===== config.mk =====
export PLATFORM = sky130hd
export DESIGN_NAME = antirrebote_botones
export DESIGN_NICKNAME = d
export VERILOG_FILES = /design/src/rtl/antirrebote_botones.sv
export SDC_FILE = /design/constraint.sdc
export NUM_CORES = 1
export LEC_CHECK = 0
export ABC_AREA = 1
export CAP_MARGIN = 20
export CORE_UTILIZATION = 25
export DETAILED_ROUTE_END_ITERATION = 10
export SYNTH_ARGS = -nofsm -noshare
export SYNTH_HDL_FRONTEND = slang
export SYNTH_SLANG_ARGS = --single-unit
export TNS_END_PERCENT = 100

===== constraint.sdc =====
create_clock -name clk -period 1.66 [get_ports clk]
set_clock_uncertainty 0.2 [all_clocks]
set_input_delay 0.166 -clock clk [delete_from_list [all_inputs] [get_ports clk]]
set_output_delay 0.166 -clock clk [all_outputs]
set_load 0.005 [all_outputs]

===== src/rtl/antirrebote_botones.sv =====
`default_nettype none
// ============================================================================
//  Module      : antirrebote_botones
//  Description : Two-channel push-button conditioner. Each raw, active-low
//                button line is synchronised to clk with two flops and then
//                filtered by a stability counter. Each channel produces a
//                clean active-low level and a one-cycle press strobe.
//  Revision    : 1.0 - initial release
// ============================================================================
module antirrebote_botones #(
    parameter int STABLE_CYCLES = 250000,
    parameter int CNT_W         = 18
) (
    input  logic clk,
    input  logic reset,
    input  logic sum_raw,
    input  logic res_raw,
    output logic sum,
    output logic res,
    output logic sum_press,
    output logic res_press
);

    // Terminal count: a candidate level is accepted on the cycle the counter
    // already holds STABLE_CYCLES-1 and the new level is still present.
    localparam logic [CNT_W-1:0] c_last_count = CNT_W'(STABLE_CYCLES - 1);

    typedef enum logic [1:0] {
        ST_REL   = 2'd0,   // stable released, level = 1
        ST_CHK_P = 2'd1,   // candidate press being timed
        ST_PRS   = 2'd2,   // stable pressed, level = 0
        ST_CHK_R = 2'd3    // candidate release being timed
    } state_t;

    // Channel 0 = sum, channel 1 = res.
    logic [1:0] w_raw;
    logic [1:0] w_level;
    logic [1:0] w_strobe;

    assign w_raw = {res_raw, sum_raw};

    generate
        for (genvar g = 0; g < 2; g++) begin : g_chan
            logic             r_s1;
            logic             r_s2;
            state_t           r_state;
            logic [CNT_W-1:0] r_cnt;
            logic             r_level;
            logic             r_strobe;

            // Two-flop synchroniser; only r_s2 is safe to use downstream.
            always_ff @(posedge clk or negedge reset) begin
                if (!reset) begin
                    r_s1 <= 1'b1;
                    r_s2 <= 1'b1;
                end else begin
                    r_s1 <= w_raw[g];
                    r_s2 <= r_s1;
                end
            end

            // Debounce FSM: any return to the stable level restarts the count.
            always_ff @(posedge clk or negedge reset) begin
                if (!reset) begin
                    r_state  <= ST_REL;
                    r_cnt    <= '0;
                    r_level  <= 1'b1;
                    r_strobe <= 1'b0;
                end else begin
                    r_strobe <= 1'b0;
                    case (r_state)
                        ST_REL: begin
                            if (!r_s2) begin
                                r_state <= ST_CHK_P;
                                r_cnt   <= CNT_W'(1);
                            end
                        end
                        ST_CHK_P: begin
                            if (r_s2) begin
                                r_state <= ST_REL;
                                r_cnt   <= '0;
                            end else if (r_cnt == c_last_count) begin
                                r_state  <= ST_PRS;
                                r_level  <= 1'b0;
                                r_strobe <= 1'b1;
                                r_cnt    <= '0;
                            end else begin
                                r_cnt <= r_cnt + CNT_W'(1);
                            end
                        end
                        ST_PRS: begin
                            if (r_s2) begin
                                r_state <= ST_CHK_R;
                                r_cnt   <= CNT_W'(1);
                            end
                        end
                        ST_CHK_R: begin
                            if (!r_s2) begin
                                r_state <= ST_PRS;
                                r_cnt   <= '0;
                            end else if (r_cnt == c_last_count) begin
                                r_state <= ST_REL;
                                r_level <= 1'b1;
                                r_cnt   <= '0;
                            end else begin
                                r_cnt <= r_cnt + CNT_W'(1);
                            end
                        end
                        default: begin
                            r_state <= ST_REL;
                            r_cnt   <= '0;
                            r_level <= 1'b1;
                        end
                    endcase
                end
            end

            assign w_level[g]  = r_level;
            assign w_strobe[g] = r_strobe;
        end
    endgenerate

    assign sum       = w_level[0];
    assign res       = w_level[1];
    assign sum_press = w_strobe[0];
    assign res_press = w_strobe[1];

endmodule
`default_nettype wire

Word-level counts from Yosys, hierarchy flattened
Index checks and enable logic that the tools add are counted.
Widths: inputs -> output; s select.

cells by class
  $add $sub $neg = 2
  multipliers = 0
  divide/modulo/power cells = 0
  $lt $le $gt $ge = 0
  equal/unequal tests = 24
  shifts and indexed selects = 0
  muxes and demuxes = 42
  bitwise operators = 0
  reductions and logical operators = 10

operators with widths
  cell                   number
  $mux 18                10
  $pmux 18 s4            2
  $add 18x1->18 const B  2
  $eq 18x18->1 const B   2
  $mux 2                 12
  $ne 2x2->1 const B     12
  $pmux 2 s4             2
  $mux 1                 14
  $ne 3x3->1 const B     4
  $reduce_and 5->1       2
  $eq 2x2->1 const B     4
  $reduce_and 4->1       2
  $eq 2x1->1 const B     2
  $logic_not 2->1        2
  $pmux 1 s2             2
  $reduce_and 2->1       2
  $reduce_bool 2->1      2

storage, ports and cells
  flip-flop bits (word level) = 48
  latch bits = 0
  RAM bits = 0
  bits in read-only memories = 0
  input port bits = 4
  word-level logic and storage cells = 90
  memories = 0

Longest topological paths before layout
Gate-level depths: netlist of the first run.

  depth in word-level cells = 4
  depth in mapped cells = 13

Worst setup path before layout of the first run
OpenSTA, ideal clock, no wires.

  kind = reg2reg
  start = reg g_chan[1].r_cnt[0]
  end = reg g_chan[1].r_cnt[10]
  arrival time = 1.355 ns
  data required time = 1.339 ns
  setup slack = -0.016 ns
  cell stages (with the launch flop) = 10
  period minus slack after synthesis = 1.676 ns
  path through = dfrtp_1 -> ha_1 -> nand3_2 -> nor2_1 -> nand3_1 -> nand3_1 -> nand2_1 -> nor2_2 -> buf_6 -> nor2_1

on the way
  word-level cells in the longest chain between the ends = 4
  elaborated cells on any way between the ends = 6

ends and longest elaborated chain
  what                                                  RTL line  source
  from (decl)                                           47        logic [CNT_W-1:0] r_cnt;
  from (signal assigned)                                88        r_cnt <= r_cnt + CNT_W'(1);
  from (signal assigned)                                106       r_cnt <= r_cnt + CNT_W'(1);
  $add 18x1->18 / $eq 18x18->1 (equally long branches)  -
  $mux 18 *                                             82, 101
  $mux 18 (on tied branches)                            98, 79
  $pmux 18 s4 *                                         71        case (r_state)

Mark *: on every way between the ends. The rest lies on a longest branch, timed or not.
A chain may end at the register's enable or synchronous reset.

Final worst setup path of the first run
  start = reg g_chan[1].r_cnt[1]
  end = reg g_chan[1].r_cnt[2]

The elaborated chain is that of the path after synthesis.

==> results.md, run 1 <==
- Status: complete, but fails checks
- Failing checks: negative setup slack
- Finished layout cell area: 3920 sq um
- Max Slew Vio Count: 0
- Fmax: 576.4 MHz
- Grt ovf: 0
- Critical setup path kind: flop to flop
- Worst IR Drop VDD: 0.0008668 V
- Via density: 4.646
- Most frequent cells in the layout: nand2_1, buf_4, dfrtp_1
- Clock latency on the worst-skew pair: 0.31 ns
- Final Hold Viols: 0
- Relative slew margins: 70.34%
- Cell variety after synth: 33
- Worst path depth: 10
- WL per Instance: 12.10 um
- Hold path cells: 1
- Post-synth top area cell: dfrtp_1
- GRT Total Usage: 12.01%
- # clock sinks: 48
- IO Pins: 8
- Placeable Area: 10510 sq um
- Synth warnings: 0
- Power, Total: 0.002819 W
- TritonCTS clock tree: built
- Post-DRT Antenna Nets: 0
- Static leakage: 1.719 nW
- Setup ws final: -0.07497 ns
- Die ar.: 11420 sq um
- Dominant cells by area after synthesis: dfrtp_1, nand2_1, dfstp_2, nand3_1, inv_1
- Routability cong.: 0.8536
- First-pass GRT wire length: 11030 um
- Routed vias: 2634
- Tightest Hold Check Type: input port to flop
- Post-synth EDFFs: 0
- Antenna diodes: 0
- Cts bufs inserted: 5
- Crit Path Max Fanout: 6
- Routed Wire Length: 6858 um
- Cells on worst reg2reg path: 10
- Crit share post-route: 104.5%
- Share of layout cells above drive strength 1: 40.14%
- Most common cell after layout, fill and taps aside: nand2_1
- Max Root-Sink Buffers: 2
- Fin crit period: 1.735 ns
- Hold_ws: 0.06062 ns
- Max Cap Violations: 0
- Die X: 106.9 um
- Crit path max-delay cell type: dfrtp_1
- Final setup violation count: 26
- PwrDens: 719.2 nW/um^2
- Critical Path End Type: flop
- Cell Area, Synth: 2750 sq um
- IO Port Bufs: 7
- Slowest cell delay on critical path: 0.40 ns
- CP Launch Type: flop
- Largest net degree at the start of global routing: 23
- Antenna violations before repair: 0
- Initial Util: 26.17%
- Layout area overhead: 42.54%
- Cell row count: 37
- Root Driver: clkbuf_8
- Worst endpoint required time: 1.66 ns
- Post-synthesis area per instance: 7.682 sq um
- Async SR Flop Fraction: 100.0%
- Placed Area: 3314 sq um
- Register area share after synthesis: 43.95%
- Top FF cell, synth: dfrtp_1
- Layout Nets: 436
- HPWL after DPL: 4685 um
- Syn_nets: 364
- Number of H-tree levels: 2
- Number of global-route vias before repair: 2487
- WP buf/inv: 2
- Synthesis-stage register bit count: 48
- Yosys top cell area share: 38.22%
- Worst slew pin tran: 0.4448 ns
- Cell Chain, Critical Path: ha_4 -> nand3_4 -> nor2_4 -> nand3_4 -> nand3_2 -> nand2_2 -> nor2_4 -> buf_4 -> buf_12 -> nor2_1
- Mapped Cells: 358
- DR iter-0 viols: 97
- CP arrival: 1.73 ns
- DRT Pass-1 Iters: 4
- # DRC: 0
- Die Y: 106.9 um
- RSZ-0062 raised after global routing: yes
- Clk slew on worst S/H paths: 0.09 ns
- Cell family contributing the most delay on the critical path: simple AND/OR/NAND/NOR gates
-- what timing repair did --
action | in CTS | in global routing
pin swaps | 9 | 35
gates resized for setup | 38 | 75
setup endpoints to repair | 32 | 43
hold endpoints to repair | 44 | 0
gates cloned | 1 | 1
hold buffers | 1 | 0
setup buffers | 6 | 12
-- Yosys cell counts (2+ instances only) --
master / number
nand3_2: 2
buf_6: 2
nor3_1: 8
dfrtp_1: 42
a21oi_1: 4
inv_1: 41
xor2_1: 13
ha_1: 2
buf_2: 2
nor2_1: 41
nand2_1: 88
o22ai_1: 5
nand4_1: 16
nor2_4: 2
o21ai_0: 12
xnor2_1: 3
inv_2: 4
nand2_2: 7
nor2_2: 8
nand3_1: 31
o211ai_1: 2
nor3_2: 2
o21ai_1: 6
dfstp_2: 6
-- state kept, by name, indices dropped and copies added (netlist names), named ones only --
| register | cells |
|---|---|
| sum | 1 |
| g_chan.r_cnt | 36 |
| g_chan.r_state | 2 |
| sum_press | 1 |
| res | 1 |
| g_chan.r_s1 | 2 |
| res_press | 1 |
| g_chan.r_s2 | 2 |
-- area by class of cell --
type / instances / area [sq um]
fill: 1031 / 6589
multi-input combinational: 260 / 1673
sequential: 48 / 1211
timing repair buffer: 69 / 590.6
inverter: 45 / 178.9
tap: 136 / 170.2
clock buffer: 6 / 72.57
clock inverter: 2 / 12.51
timing repair inverter: 1 / 11.26
-- worst paths after layout --
| path | start | end | slack [ns] |
|---|---|---|---|
| max reg2reg | g_chan[1].r_cnt[1] | g_chan[1].r_cnt[2] | -0.07 |
| min in group asynchronous | reset | g_chan[1].r_cnt[7] | 0.13 |
| max | g_chan[1].r_cnt[1] | g_chan[1].r_cnt[2] | -0.07 |
| min reg2reg | g_chan[1].r_s1 | g_chan[1].r_s2 | 0.16 |
| min | res_raw | g_chan[1].r_s1 | 0.06 |
| max in group asynchronous | reset | g_chan[1].r_s1 | 0.57 |
-- layer usage --
layer | up-vias | wire, um | GRT usage [%] | part of all wire, %
li1 | 1304 | - | - | -
met1 | 1274 | 2995 | 14.98 | 44
met2 | 42 | 3506 | 20.88 | 51
met3 | 14 | 230 | 2.310 | 3.4
met4 | 0 | 125 | 3.620 | 1.8
met5 | - | 0 | 0 | 0
-- power by group --
| part | switching, W | leakage (nW) | internal, W |
|---|---|---|---|
| Sequential | 0.0000547 | 0.635 | 0.00123 |
| Clock | 0.000408 | 0.0412 | 0.000295 |
| Combinational | 0.000504 | 1.04 | 0.000323 |
-- per-stage QoR --
step	worst slack [ns]	cells	TNS [ns]	util (%)
4_1_cts	-0.07198	557	-0.9364	34.43
3_3_place_gp	-0.04191	541	-0.2939	31.54
6_report	-0.07497	567	-0.9882	37.30
5_1_grt	-0.1694	567	-5.060	37.30
2_1_floorplan	-0.0005899	358	-0.0005899	-
3_5_place_dp	-0.07692	541	-1.157	31.54
-- cells by family (layout without fill, tap and decap cells) --
| kind of cell | count (synthesis) | in the layout | synth area share [%] |
|---|---|---|---|
| DFF | 48 | 48 | 43.95 |
| xor gates and xnor gates | 16 | 16 | 5.096 |
| buffers and inverters | 50 | 123 | 7.461 |
| AOI/OAI and AO/OA | 30 | 30 | 5.960 |
| and+or+nand+nor | 212 | 212 | 36.63 |
| adders and majority gates | 2 | 2 | 0.9098 |
(Power assumes the default switching activity.)
==> run 2: changes to the inputs <==
- GPL_ROUTABILITY_DRIVEN: unset -> 0
==> results of run 2 <==
Same layout as run 1: the final DEF is identical, and so are final timing and power.
==> edit 1: new RTL, config.mk and constraints of run 1 <==
Set the parameter `STABLE_CYCLES` to 125000 (it was 250000).
--- a/src/rtl/antirrebote_botones.sv
+++ b/src/rtl/antirrebote_botones.sv
@@ -10,3 +10,3 @@
 module antirrebote_botones #(
-    parameter int STABLE_CYCLES = 250000,
+    parameter int STABLE_CYCLES = 125000,
     parameter int CNT_W         = 18
Check against the original RTL: same outputs for any inputs over 10 cycles, from zero or initial values and one cycle with reset low; that may be too few to reach the edited logic, so the function may still have changed.
==> edit 1 against run 1 <==
Core utilization down 0.53 points; design area grew 3.0%; largest cell class unchanged; synthesized area increased by 4.0%; routed wire length rose by 9.4%; fmax grew 1.1%; setup slack better by 0.019 ns; critical path type unchanged; power increased by 7.8%; the run still ends with setup timing left; sequential cell count is the same.
==> edit 1: results (changes against run 1) <==
outcome: "finished, violations left"
violations: "setup timing"
clk_latency_ns: 0.29  # -0.02 ns
setup_viol: 12  # -54%
clockRootBuffer: "clkbuf_16"
place_worst_setup_slack_ns: -0.168  # -0.0913 ns
ir_worst_vdd_uv: 766  # -12%
r2r_end: "g_chan[1].r_cnt[9]"
fin_ws_ns: -0.0561  # +0.0189 ns
worstPathArrival_ns: 1.70  # -0.03 ns
fill_cells: 1114  # +8.1%
setup.worst_path.start: "g_chan[1].r_cnt[0]"
multi_input_cells: 279  # +7.3%
multi_input_area_share: 0.407  # -0.0197
drive_gt1_frac: 0.330  # -0.0716
grt_usage: 0.128  # +0.00772
synthesis.nets: 396  # +8.8%
yosysTopAreaCellShare: 0.368  # -0.0146
rr_worst_depth: 9  # -1
nNetsFinal: 475  # +8.9%
clk_pin_slew_worst_paths_ns: 0.07  # -0.02 ns
grt_max_degree: 49  # +110%
power.leakage_nw: 1.89  # +9.7%
placed_cells: 592  # +9.4%
drt_iter0_drc: 100  # +3.1%
synthesis.instances: 390  # +8.9%
grt_pass1_wl_um: 12000  # +9.0%
fin_cells: 610  # +7.6%
buf_share: 0.155  # +0.00424
place_congestion: 0.816  # -4.4%
holdWs_ns: 0.0746  # +0.0140 ns
synth_commonest_cells: "nand2_1, inv_1, nor2_1"
vias: 2850  # +8.2%
routed_wl_um: 7500  # +9.4%
buffers: 76  # +10%
grt_pass1_vias: 2767  # +11%
## edit 1: cell families (layout without fill, tap and decap cells)
family | count (synthesis) | in the layout | share of synthesized area
and+or+nand+nor | 236 | 236 | 0.392
buffers and inverters | 63 | 143 | 0.0871
DFF | 48 | 48 | 0.423
AOI/OAI and AO/OA | 32 | 32 | 0.0621
xor gates and xnor gates | 9 | 9 | 0.0276
adders and majority gates | 2 | 2 | 0.00875
## edit 1: routing by layer
layer,GRT usage,share of wire,vias to the layer above
met1,0.158,0.44,1341
met2,0.220,0.50,68
met3,0.0257,0.032,17
met5,0,0,-
li1,-,-,1424
met4,0.0444,0.024,0
## edit 1: repair_timing
action,in CTS,in global routing
resized for setup,16,67
setup endpoints to repair,31,42
hold endpoints to repair,48,0
pin swaps,11,22
buffers inserted,4,5
hold buffers,1,0
## edit 1: where the power goes
part / leakage, nW / switching, mW / internal (mW)
Sequential: 0.636 / 0.0706 / 1.24
Combinational: 1.17 / 0.423 / 0.247
Clock: 0.0772 / 0.459 / 0.603
==> edit 2: new RTL, settings of run 1 <==
Made on the original files. Register the inputs `sum_raw` and `res_raw` before use. The logic sees them one clock later.
--- a/src/rtl/antirrebote_botones.sv
+++ b/src/rtl/antirrebote_botones.sv
@@ -34,2 +34,10 @@
 
+    logic sum_raw_q;
+    logic res_raw_q;
+
+    always_ff @(posedge clk) begin
+        sum_raw_q <= sum_raw;
+        res_raw_q <= res_raw;
+    end
+
     // Channel 0 = sum, channel 1 = res.
@@ -39,3 +47,3 @@
 
-    assign w_raw = {res_raw, sum_raw};
+    assign w_raw = {res_raw_q, sum_raw_q};
 
Behaviour: no difference found for any inputs over 10 cycles, from zero or initial values and one cycle with reset low; that may be too few to reach the edited logic, so the function may still have changed.
==> edit 2 against run 1 <==
The run still ends with setup timing left; setup slack improved by 0.033 ns; fmax increased by 2.0%; sequential cell count is 2 higher; routed wire length shrank 5.1%; non-clock buffer count shrank 22; power rose by 12%; design area down 1.6%; synthesized area rose by 3.6%; hold slack better by 0.038 ns; sequential share of layout area up 1.5 points.
==> edit 2: results (changes against run 1) <==
setup_viol: 21  # -19%
synth_area_leaders: "dfrtp_1, nand2_1, inv_1, dfstp_2, nor2_1"
hold_depth: 0  # -1
tightestPinTransition_ns: 0.319  # -0.125 ns
violations: "setup timing"
place_worst_setup_slack_ns: -0.0888  # -0.0119 ns
outcome: "finished, violations left"
routed_wl_um: 6510  # -5.1%
vias: 2485  # -5.7%
ys_seq_area_frac: 0.438  # -0.00139
drive_gt1_frac: 0.385  # -0.0164
clk_latency_ns: 0.29  # -0.02 ns
place_congestion: 0.877  # +2.7%
async_flop_share: 0.960  # -0.0400
r2r_end: "g_chan[0].r_cnt[17]"
hpwl_um: 4490  # -4.1%
hold_start: "res_raw_q"
grt_max_degree: 49  # +110%
clockRootBuffer: "clkbuf_16"
fin_ws_ns: -0.0415  # +0.0335 ns
ir_worst_vdd_uv: 574  # -34%
switching_power_uw: 986  # +2.0%
clk_pin_slew_worst_paths_ns: 0.07  # -0.02 ns
nNetsFinal: 418  # -4.1%
hold_class: "flop to flop"
rr_worst_depth: 9  # -1
place_area_um2: 3340  # +0.91%
comb_power_share: 0.236  # -0.057
fill_cells: 1111  # +7.8%
grt_pass1_wl_um: 11100  # +0.63%
cp_max_fo: 5  # -1
yosysUniqueCellTypes: 38  # +15%
holdWs_ns: 0.0981  # +0.0375 ns
r2r-start: "g_chan[0].r_cnt[0]"
synth_commonest_cells: "nand2_1, inv_1, dfrtp_1"
power.leakage_nw: 1.74  # +1.4%
drt_iter0_drc: 59  # -39%
p_seq_mw: 1.35  # +5%
edit 2: changes by cell type after synthesis, sizes merged, moves of 2 or more:
| cell | before | now |
|---|---|---|
| nand4 | 16 | 11 |
| nand2 | 96 | 93 |
| inv | 45 | 51 |
| xor2 | 13 | 10 |
| dfxtp | 0 | 2 |
| nor3 | 11 | 4 |
| nand3 | 34 | 31 |
| buf | 4 | 2 |
| a21oi | 4 | 6 |
| o211ai | 2 | 0 |
| o21bai | 0 | 2 |
| nor2 | 51 | 64 |
edit 2: logic make-up after synthesis:
kind of cell | Yosys count | share of synthesized area
flops | 50 | 0.438
simple gates | 207 | 0.360
fa+ha+maj | 2 | 0.00878
compound gates | 36 | 0.0759
buf+inv | 53 | 0.0799
xor+xnor | 12 | 0.0369
edit 2: what timing repair did:
action | 4_1_cts | 5_1_grt
buffers inserted | 2 | 4
endpoints found under the setup margin | 31 | 42
gates cloned | 0 | 1
hold buffers | 1 | 0
resized for setup | 33 | 54
pin swaps | 13 | 23
endpoints found under the hold margin | 48 | 0
edit 2: how the worst max path moves through the flow:
| stage | endpoint | slack, ns | startpoint |
|---|---|---|---|
| 6_report | g_chan[0].r_cnt[17] | -0.04 | g_chan[0].r_cnt[0] |
| 5_1_grt | g_chan[1].r_cnt[16] | -0.10 | g_chan[1].r_cnt[0] |
| 4_1_cts | g_chan[1].r_cnt[5] | -0.03 | g_chan[1].r_cnt[1] |
| 3_5_place_dp | g_chan[1].r_cnt[4] | -0.09 | g_chan[1].r_cnt[0] |
| 3_3_place_gp | g_chan[1].r_cnt[4] | -0.03 | g_chan[1].r_cnt[0] |
| 2_1_floorplan | g_chan[0].r_cnt[13] | 0.03 | g_chan[0].r_cnt[0] |
edit 2: critical path, delay by kind of cell (launching register included):
kind	cells	cell delay, ns
fa+ha+maj	1	0.20
compound gates	2	0.35
flops	1	0.39
buf+inv	1	0.17
simple gates	5	0.33
edit 2: per-layer routing:
layer	global-route usage	vias to the layer above	wire length [um]
li1	-	1254	-
met1	0.148	1194	3000
met2	0.204	30	3280
met3	0.0263	7	171
met4	0.0251	0	61
met5	0	-	0
edit 2: layout make-up:
cell class	instances	area (um^2)	share of cell area
multi-input cells	257	1660	0.431
flip-flops and latches	50	1250	0.324
clock buffers	6	139	0.0360
well taps	140	175	0.0454
repair buffers	47	422	0.109
clock inverters	2	12.5	0.00324
inverters	51	196	0.0509
edit 2: per-stage QoR:
stage	cells	TNS, ns	total power, mW
2_1_floorplan	360	0	1.71
3_3_place_gp	538	-0.185	1.94
3_5_place_dp	538	-1.36	1.97
4_1_cts	549	-0.194	3.11
5_1_grt	553	-2.50	3.30
6_report	553	-0.409	3.17
